File: src/rtl/multicycle_ctrl_if.sv
// Fetch-port and data-memory-port handshake bundle between the sequencer and memories.
interface multicycle_ctrl_if;
    logic        fetch_req;
    logic        fetch_valid;
    logic [31:0] fetch_instr;
    logic        mem_rd;
    logic        mem_wr;
    logic        mem_ready;

    modport master (
        output fetch_req, mem_rd, mem_wr,
        input  fetch_valid, fetch_instr, mem_ready
    );

    modport slave (
        input  fetch_req, mem_rd, mem_wr,
        output fetch_valid, fetch_instr, mem_ready
    );
endinterface

File: src/rtl/multicycle_ctrl.sv
// Multi-cycle RV32I-subset sequencer: IF/ID/EX/MEM/WB phase enables, PC and retire count.
module multicycle_ctrl #(
    parameter int              PC_W     = 32,
    parameter int              CNT_W    = 32,
    parameter logic [PC_W-1:0] RESET_PC = '0
) (
    input  logic                 clk,
    input  logic                 rst_n,
    input  logic                 halt,
    multicycle_ctrl_if.master    bus,
    output logic [31:0]          instr,
    output logic                 decode_en,
    output logic                 alu_en,
    output logic                 reg_we,
    output logic [PC_W-1:0]      pc,
    output logic [CNT_W-1:0]     retired,
    output logic                 illegal,
    output logic [2:0]           state
);
    typedef enum logic [2:0] {
        S_IF  = 3'd0,
        S_ID  = 3'd1,
        S_EX  = 3'd2,
        S_MEM = 3'd3,
        S_WB  = 3'd4,
        S_ERR = 3'd7
    } state_t;

    localparam logic [6:0] OP_LOAD  = 7'b0000011;
    localparam logic [6:0] OP_STORE = 7'b0100011;
    localparam logic [6:0] OP_IALU  = 7'b0010011;
    localparam logic [6:0] OP_RALU  = 7'b0110011;

    state_t             state_q, state_d;
    logic [PC_W-1:0]    pc_q, pc_d;
    logic [CNT_W-1:0]   ret_q, ret_d;
    logic [31:0]        instr_q, instr_d;
    logic               illegal_q, illegal_d;

    logic               fetch_req_c, mem_rd_c, mem_wr_c;
    logic               is_load, is_store, is_alu, retire;

    assign is_load  = (instr_q[6:0] == OP_LOAD);
    assign is_store = (instr_q[6:0] == OP_STORE);
    assign is_alu   = (instr_q[6:0] == OP_IALU) || (instr_q[6:0] == OP_RALU);

    always_ff @(posedge clk or negedge rst_n) begin
        if (!rst_n) begin
            state_q   <= S_IF;
            pc_q      <= RESET_PC;
            ret_q     <= '0;
            instr_q   <= '0;
            illegal_q <= 1'b0;
        end else begin
            state_q   <= state_d;
            pc_q      <= pc_d;
            ret_q     <= ret_d;
            instr_q   <= instr_d;
            illegal_q <= illegal_d;
        end
    end

    always_comb begin
        state_d     = state_q;
        instr_d     = instr_q;
        illegal_d   = illegal_q;
        pc_d        = pc_q;
        ret_d       = ret_q;
        retire      = 1'b0;
        fetch_req_c = 1'b0;
        mem_rd_c    = 1'b0;
        mem_wr_c    = 1'b0;
        decode_en   = 1'b0;
        alu_en      = 1'b0;
        reg_we      = 1'b0;

        case (state_q)
            S_IF: begin
                // rst_n gate keeps the request low while reset holds the FSM in IF
                fetch_req_c = !halt && rst_n;
                if (fetch_req_c && bus.fetch_valid) begin
                    instr_d = bus.fetch_instr;
                    state_d = S_ID;
                end
            end
            S_ID: begin
                decode_en = 1'b1;
                if (is_load || is_store || is_alu) begin
                    state_d = S_EX;
                end else begin
                    state_d   = S_ERR;
                    illegal_d = 1'b1;
                end
            end
            S_EX: begin
                alu_en  = 1'b1;
                state_d = (is_load || is_store) ? S_MEM : S_WB;
            end
            S_MEM: begin
                mem_rd_c = is_load;
                mem_wr_c = is_store;
                if (bus.mem_ready) begin
                    if (is_load) begin
                        state_d = S_WB;
                    end else begin
                        retire  = 1'b1;
                        state_d = S_IF;
                    end
                end
            end
            S_WB: begin
                reg_we  = 1'b1;
                retire  = 1'b1;
                state_d = S_IF;
            end
            S_ERR: state_d = S_ERR;
            default: state_d = S_IF;
        endcase

        if (retire) begin
            pc_d  = pc_q + PC_W'(4);
            ret_d = ret_q + CNT_W'(1);
        end
    end

    assign bus.fetch_req = fetch_req_c;
    assign bus.mem_rd    = mem_rd_c;
    assign bus.mem_wr    = mem_wr_c;
    assign instr         = instr_q;
    assign pc            = pc_q;
    assign retired       = ret_q;
    assign illegal       = illegal_q;
    assign state         = state_q;
endmodule

File: src/flat_wrapper.sv
// flat-port wrapper written by rule: the top's interface ports become plain ports
module multicycle_ctrl_flat 
#(
    parameter int              PC_W     = 32,
    parameter int              CNT_W    = 32,
    parameter logic [PC_W-1:0] RESET_PC = '0
)
  (clk, rst_n, halt, instr, decode_en, alu_en, reg_we, pc, retired, illegal, state, bus_fetch_req, bus_mem_rd, bus_mem_wr, bus_fetch_valid, bus_fetch_instr, bus_mem_ready);
  multicycle_ctrl_if bus_i ();
  input  logic clk;
  input  logic rst_n;
  input  logic halt;
  output logic [31:0] instr;
  output logic decode_en;
  output logic alu_en;
  output logic reg_we;
  output logic [PC_W-1:0] pc;
  output logic [CNT_W-1:0] retired;
  output logic illegal;
  output logic [2:0] state;
  output wire logic [$bits(bus_i.fetch_req)-1:0] bus_fetch_req;
  output wire logic [$bits(bus_i.mem_rd)-1:0] bus_mem_rd;
  output wire logic [$bits(bus_i.mem_wr)-1:0] bus_mem_wr;
  input wire logic [$bits(bus_i.fetch_valid)-1:0] bus_fetch_valid;
  input wire logic [$bits(bus_i.fetch_instr)-1:0] bus_fetch_instr;
  input wire logic [$bits(bus_i.mem_ready)-1:0] bus_mem_ready;
  assign bus_fetch_req = bus_i.fetch_req;
  assign bus_mem_rd = bus_i.mem_rd;
  assign bus_mem_wr = bus_i.mem_wr;
  assign bus_i.fetch_valid = bus_fetch_valid;
  assign bus_i.fetch_instr = bus_fetch_instr;
  assign bus_i.mem_ready = bus_mem_ready;
  multicycle_ctrl #(.PC_W(PC_W), .CNT_W(CNT_W), .RESET_PC(RESET_PC)) u_core (.clk(clk), .rst_n(rst_n), .halt(halt), .bus(bus_i), .instr(instr), .decode_en(decode_en), .alu_en(alu_en), .reg_we(reg_we), .pc(pc), .retired(retired), .illegal(illegal), .state(state));
endmodule
File: config.mk
export PLATFORM = sky130hd
export DESIGN_NAME = multicycle_ctrl_flat
export DESIGN_NICKNAME = d
export VERILOG_FILES = /design/src/rtl/multicycle_ctrl_if.sv /design/src/rtl/multicycle_ctrl.sv /design/src/flat_wrapper.sv
export SDC_FILE = /design/constraint.sdc
export NUM_CORES = 1
export LEC_CHECK = 0
export CORE_ASPECT_RATIO = 1.75
export CORE_MARGIN = 3
export CORE_UTILIZATION = 39
export DETAILED_ROUTE_END_ITERATION = 10
export PLACE_DENSITY = 0.7
export REMOVE_ABC_BUFFERS = 1
export SLEW_MARGIN = 40
export SYNTH_ARGS = -nofsm -noshare
export SYNTH_HDL_FRONTEND = slang
export SYNTH_SLANG_ARGS = --single-unit
File: constraint.sdc
create_clock -name clk -period 4.61 [get_ports clk]
set_input_delay 1.383 -clock clk [delete_from_list [all_inputs] [get_ports clk]]
set_output_delay 1.383 -clock clk [all_outputs]
set_load 0.05 [all_outputs]
==> impl_metrics.tcl, run 1 <==
set metrics [dict create \
    status "finished, final reports clean" \
    cp-startpoint "u_core.instr[3]$_DFFE_PN0P_" \
    total_power_mw 3.56 \
    cpPeakStageDelay_ns 0.87 \
    wirelength_um 10800 \
    final_nets 535 \
    antenna_cells 0 \
    syn_area_per_cell_um2 12.4 \
    worstPathRequired_ns 3.23 \
    layout_common_cells "clkdlybuf4s50_1, dfrtp_1, xnor2_1" \
    grt.overflow.total 0 \
    synth-edff-count 0 \
    cts_setup_buffers 0 \
    ys_seq_area_share_pct 55.7 \
    clockBufferDepth 2 \
    io_pins 143 \
    ys_ff_latch 98 \
    path_class "reg2out" \
    pwr-share-comb_pct 45.8 \
    tns_ns 0 \
    area_growth_pct 40.7 \
    dr.pass1.iters 4 \
    crit_chain "and3b_1 > nand2_1 > or2_2 > nor4_1 > clkdlybuf4s50_1" \
    syn_inst 355 \
    r2r_slack_ns 2.52 \
    cts-root-buf "clkbuf_16" \
    synth_area_um2 4400 \
    hold_buffers 0 \
    min_period_over_period_pct 85.6 \
    dieWidth_um 86.3 \
    max_freq_ghz 0.253 \
    crit_path_start_kind "register" \
    clock_latency_ns 0.34 \
    setup_violations 0 \
    cts.clk_slew.worst_paths_ns 0.07 \
    slew_headroom_pct 51.4 \
    gp_congestion 0.774 \
    wl_per_cell_um 17.2 \
    core_region_area_um2 10900 \
    report.final.slew_viol_count 0 \
    power_frac_seq_pct 34.6 \
    path_max_fanout 4 \
    routed-wl-met3_um 425 \
    numPortBuffers 140 \
    power.leakage_nw 2.59 \
    first_iter_violations 92 \
    routed.top_layer "met4" \
    post_cts_resized 0 \
    grt_max_degree 59 \
    place_hpwl_um 8110 \
    min_period_ns 3.95 \
    worstMarginPinSlew_ns 0.725 \
    critical_path.endpoint "bus_mem_wr" \
    initial_core_util_pct 40.4 \
    final_antenna_net_count 0 \
    power_density_nw_per_um2 575 \
    vias_per_cell 5.08 \
    tritoncts.num_buffers 9 \
    dominantRegCellSynth "dfrtp_1" \
    first_global_vias 3331 \
    arrival_ns 2.56 \
    rsz0062_at_grt "no" \
    yosysUniqueCellTypes 46 \
    layout-drive-gt1-share_pct 13.4 \
    final_core_util_pct 56.9 \
    dr_wl_met2_um 5990 \
    grt_pass1_wl_um 17300 \
    slowest_stage "clkdlybuf4s50_1" \
    multi_input_area_um2 1840 \
    grtUsageTotal_pct 17.7 \
    reg2reg_from "u_core.state[2]$_DFFE_PN0P_" \
    yosysWarningCount 0 \
    dieArea_um2 12600 \
    cts-htree-levels 3 \
    p_int_mw 2.01 \
    dieHeight_um 147 \
    p_sw_mw 1.56 \
    worst_setup_path_end_kind "output port" \
    antenna_found_initial 0 \
    reg2reg_depth 5 \
    route.vias.total 3204 \
    layout_commonest_cell "clkdlybuf4s50_1" \
    route.detailed.drc 0 \
    final_hold_viol_count 0 \
    clock_sinks 98 \
    rows 50 \
    cts_tree "built" \
    regArea_um2 2450 \
    wl_met1_um 4030 \
    synthArstFlopShare_pct 100 \
    ir_drop_mv 0.432 \
    clockPowerShare_pct 19.6 \
    fin_worst_skew_ns 0.00983 \
    swShare_pct 43.7 \
    r2r_end "u_core.retired[27]$_DFFE_PN0P_" \
    fillCellCount 940 \
    cap_violations 0 \
    hp-class "reg2reg" \
]
## area by class of cell
cell class              instances  share of cell area [%]
inverters                       4                   0.444
repair buffers                143                    23.2
clock inverters                 6                   0.828
flip-flops and latches         98                    39.6
clock buffers                  10                    3.70
well taps                     130                    2.63
multi-input cells             240                    29.6
## cells by family (layout without fill, tap and decap cells)
group	count (synthesis)	in the layout	share of synthesized area, %
AND/OR/NAND/NOR	125	125	16.3
other	1	2	0.0852
AO/OA/AOI/OAI	17	17	4.01
adder cells (fa/ha/maj)	2	2	0.569
multiplexers	34	34	8.70
buffers and inverters	18	163	2.64
XOR/XNOR	60	60	11.9
flip-flops	98	98	55.7
## Yosys cell counts, drive strengths merged (2+ instances only)
| cell type | instances | area, µm² |
|---|---|---|
| a31oi | 2 | 12.5 |
| xnor2 | 48 | 420 |
| inv | 3 | 11.3 |
| nor4 | 5 | 46.3 |
| nand3 | 22 | 110 |
| mux2 | 34 | 383 |
| a21boi | 2 | 30.0 |
| nand4 | 23 | 144 |
| and4 | 9 | 78.8 |
| dfrtp | 98 | 2450 |
| clkbuf | 2 | 7.51 |
| nor3 | 6 | 35.0 |
| ha | 2 | 25.0 |
| and3 | 14 | 88.8 |
| xor2 | 12 | 105 |
| nor2b | 2 | 12.5 |
| nand2b | 2 | 12.5 |
| or2 | 3 | 18.8 |
| nand2 | 23 | 86.3 |
| a21oi | 4 | 42.5 |
| and2 | 4 | 25.0 |
| nor2 | 9 | 33.8 |
| buf | 12 | 81.3 |
## metrics by stage
step                      instance area [µm²]  hold WS, ns  worst slack, ns  std cells
final                                    6190        0.472            0.665        631
after global routing                     6190        0.489            0.509        631
after CTS                                6190        0.483            0.626        631
after detailed placement                 5910        0.466            0.974        615
after global placement                   5910        0.460            0.982        615
after floorplan                          4320        0.779            0.450        342
## state kept, by name (all words and copies together) (netlist names)
name	cells
u_core.instr	32
u_core.illegal	1
u_core.state	3
u_core.retired	32
u_core.pc	30
## power by group through the flow
stage / registers (mW) / logic [mW] / clock network [mW]
2_1_floorplan: 1.91 / 0.366 / 0
3_3_place_gp: 1.24 / 1.63 / 0
3_5_place_dp: 1.25 / 1.64 / 0
4_1_cts: 1.24 / 1.65 / 0.721
5_1_grt: 1.27 / 1.69 / 0.756
6_report: 1.23 / 1.63 / 0.698
## worst max-delay path, delay by kind of cell (launching register included)
kind	cells	cell delay [ns]
AND/OR/NAND/NOR	4	0.97
buffers and inverters	1	0.87
flip-flops	1	0.39
## layer usage
layer  up-vias  GRT usage (%)
met4         0           9.05
met2        85           31.2
met3        24           3.56
met1      1571           19.7
met5         -              0
li1       1524              -
## worst min path at each step
| stage | slack (ns) | to | cells past startpoint | startpoint |
|---|---|---|---|---|
| after floorplan | 0.78 | u_core.pc[31]$_DFFE_PN0P_ | 1 | u_core.pc[31]$_DFFE_PN0P_ |
| after global placement | 0.46 | u_core.illegal$_DFFE_PN0P_ | 1 | u_core.illegal$_DFFE_PN0P_ |
| after detailed placement | 0.47 | u_core.illegal$_DFFE_PN0P_ | 1 | u_core.illegal$_DFFE_PN0P_ |
| after CTS | 0.48 | u_core.illegal$_DFFE_PN0P_ | 1 | u_core.illegal$_DFFE_PN0P_ |
| after global routing | 0.49 | u_core.illegal$_DFFE_PN0P_ | 1 | u_core.illegal$_DFFE_PN0P_ |
| final | 0.47 | u_core.illegal$_DFFE_PN0P_ | 1 | u_core.illegal$_DFFE_PN0P_ |
Note: power is estimated with default switching activity, not from simulation.
==> run 2, diff against run 1 <==
--- a/config.mk
+++ b/config.mk
@@ -5,12 +5,13 @@
 export SDC_FILE = /design/constraint.sdc
 export NUM_CORES = 1
 export LEC_CHECK = 0
-export CORE_ASPECT_RATIO = 1.75
 export CORE_MARGIN = 3
 export CORE_UTILIZATION = 39
 export DETAILED_ROUTE_END_ITERATION = 10
+export GPL_ROUTABILITY_DRIVEN = 0
 export PLACE_DENSITY = 0.7
 export REMOVE_ABC_BUFFERS = 1
+export SETUP_SLACK_MARGIN = 0.4
 export SLEW_MARGIN = 40
 export SYNTH_ARGS = -nofsm -noshare
 export SYNTH_HDL_FRONTEND = slang
==> run 2 against run 1 <==
Against the previous run: critical path type unchanged; first-iteration DRC count grew 12%; sequential cell count stayed put; largest cell class unchanged; register-to-register slack lost 0.04 ns.
==> impl_metrics.tcl, run 2 (synthesized netlist as in run 1, its figures left out) <==
set metrics [dict create \
    dieWidth_um 112 \
    arrival_ns 2.54 \
    cts_tree "built" \
    final_antenna_net_count 0 \
    cpPeakStageDelay_ns 0.85 \
    antenna_cells 0 \
    hold_buffers 0 \
    place_hpwl_um 7390 \
    area_growth_pct 41.5 \
    final_hold_viol_count 0 \
    holdPathStages 1 \
    tns_ns 0 \
    setup_violations 0 \
    path_class "reg2out" \
    dieHeight_um 112 \
    cts-root-buf "clkbuf_16" \
    post_cts_resized 0 \
    route.vias.total 3234 \
    worstMarginPinSlew_ns 0.726 \
    clock_sinks 98 \
    report.final.slew_viol_count 0 \
    dr.pass1.iters 4 \
    cts_setup_buffers 0 \
    dieArea_um2 12600 \
    dpl-instance-area_um2 5920 \
    cap_violations 0 \
    worst_setup_path_end_kind "output port" \
    numPortBuffers 140 \
    crit_chain "and3b_1 > nand2_1 > or2_2 > nor4_1 > clkdlybuf4s50_1" \
    worstPathRequired_ns 3.23 \
    path_max_fanout 4 \
    max_freq_ghz 0.255 \
    fin_worst_skew_ns 0.00831 \
    rows 38 \
    min-delay-start "u_core.illegal$_DFFE_PN0P_" \
    min_period_over_period_pct 85.0 \
    cts-htree-levels 3 \
    wl_per_cell_um 15.8 \
    cts.clk_slew.worst_paths_ns 0.07 \
    ir_drop_mv 0.387 \
    final_nets 535 \
    r2r_slack_ns 2.48 \
    antenna_found_initial 0 \
    layout_commonest_cell "clkdlybuf4s50_1" \
    first_global_vias 3393 \
    grt.overflow.total 0 \
    final_core_util_pct 56.9 \
    min_period_ns 3.92 \
    grtUsageTotal_pct 17.1 \
    stdcell_area_um2 6220 \
    place_inst 625 \
    route.detailed.drc 0 \
    layout_common_cells "clkdlybuf4s50_1, dfrtp_1, xnor2_1" \
    power.leakage_nw 2.59 \
    dp_slack_ns 0.945 \
    slew_headroom_pct 51.4 \
    hp-class "reg2reg" \
    layout-drive-gt1-share_pct 13.6 \
    power_density_nw_per_um2 577 \
    vias_per_cell 5.05 \
    r2r_end "u_core.retired[25]$_DFFE_PN0P_" \
    first_iter_violations 103 \
    rsz0062_at_grt "no" \
    grt_max_degree 53 \
    total_power_mw 3.59 \
    reg2reg_from "u_core.state[2]$_DFFE_PN0P_" \
    fin_cells 641 \
    min_to "u_core.illegal$_DFFE_PN0P_" \
    setup_slack_ns 0.691 \
    initial_core_util_pct 40.2 \
    slowest_stage "clkdlybuf4s50_1" \
    clockBufferDepth 2 \
    clock_latency_ns 0.34 \
    tritoncts.num_buffers 9 \
    wirelength_um 10200 \
    crit_path_start_kind "register" \
    core_region_area_um2 10900 \
    status "finished, final reports clean" \
    io_pins 143 \
    holdWs_ns 0.481 \
    grt_pass1_wl_um 17500 \
    reg2reg_depth 5 \
]
==> run 2: changes by cell type in the layout (fill, tap and decap cells not counted), sizes merged <==
cell,previous run,this run
clkinv,5,2
clkinvlp,1,4
bufinv,0,1
clkbuf,10,9
==> run 2: power breakdown <==
part           internal, mW  switching [mW]
logic                 0.578            1.03
clock network         0.423           0.328
registers              1.06           0.174
total                  2.06            1.54
==> run 2: critical path, delay by kind of cell (launching register included) <==
kind	cells	cell delay, ns
flip-flops	1	0.39
buffers and inverters	1	0.85
AND/OR/NAND/NOR	4	0.96
==> run 2: worst max path at each step <==
stage / startpoint / endpoint / slack, ns / depth (start not counted)
6_report: u_core.instr[3]$_DFFE_PN0P_ / bus_mem_wr / 0.69 / 5
5_1_grt: u_core.instr[3]$_DFFE_PN0P_ / bus_mem_rd / 0.47 / 5
4_1_cts: u_core.instr[3]$_DFFE_PN0P_ / bus_mem_wr / 0.67 / 5
3_5_place_dp: halt / bus_fetch_req / 0.94 / 4
3_3_place_gp: halt / bus_fetch_req / 0.99 / 4
2_1_floorplan: u_core.instr[1]$_DFFE_PN0P_ / bus_mem_rd / 0.45 / 4
==> run 2: layer usage <==
| layer | global-route usage [%] | vias up | share of wire, % |
|---|---|---|---|
| met5 | 0 | - | 0 |
| met4 | 6.41 | 0 | 2.1 |
| met3 | 3.56 | 18 | 5.0 |
| met2 | 27.0 | 83 | 49 |
| met1 | 23.3 | 1605 | 44 |
| li1 | - | 1528 | - |
==> run 2: final cells by class <==
| type | count | area [µm²] |
|---|---|---|
| sequential | 98 | 2450 |
| inverter | 4 | 27.5 |
| tap | 140 | 175 |
| timing repair buffer | 143 | 1430 |
| multi-input combinational | 240 | 1840 |
| fill | 945 | 4710 |
| clock inverter | 7 | 77.6 |
| clock buffer | 9 | 225 |
==> run 3, diff against run 2 <==
--- a/config.mk
+++ b/config.mk
@@ -7,12 +7,13 @@
 export LEC_CHECK = 0
 export CORE_MARGIN = 3
 export CORE_UTILIZATION = 39
+export CTS_CLUSTER_DIAMETER = 80
 export DETAILED_ROUTE_END_ITERATION = 10
 export GPL_ROUTABILITY_DRIVEN = 0
 export PLACE_DENSITY = 0.7
 export REMOVE_ABC_BUFFERS = 1
 export SETUP_SLACK_MARGIN = 0.4
-export SLEW_MARGIN = 40
+export SKIP_CTS_REPAIR_TIMING = 1
 export SYNTH_ARGS = -nofsm -noshare
 export SYNTH_HDL_FRONTEND = slang
 export SYNTH_SLANG_ARGS = --single-unit
==> results of run 3 <==
The final DEF is identical to that of run 2; final timing and power are the same.
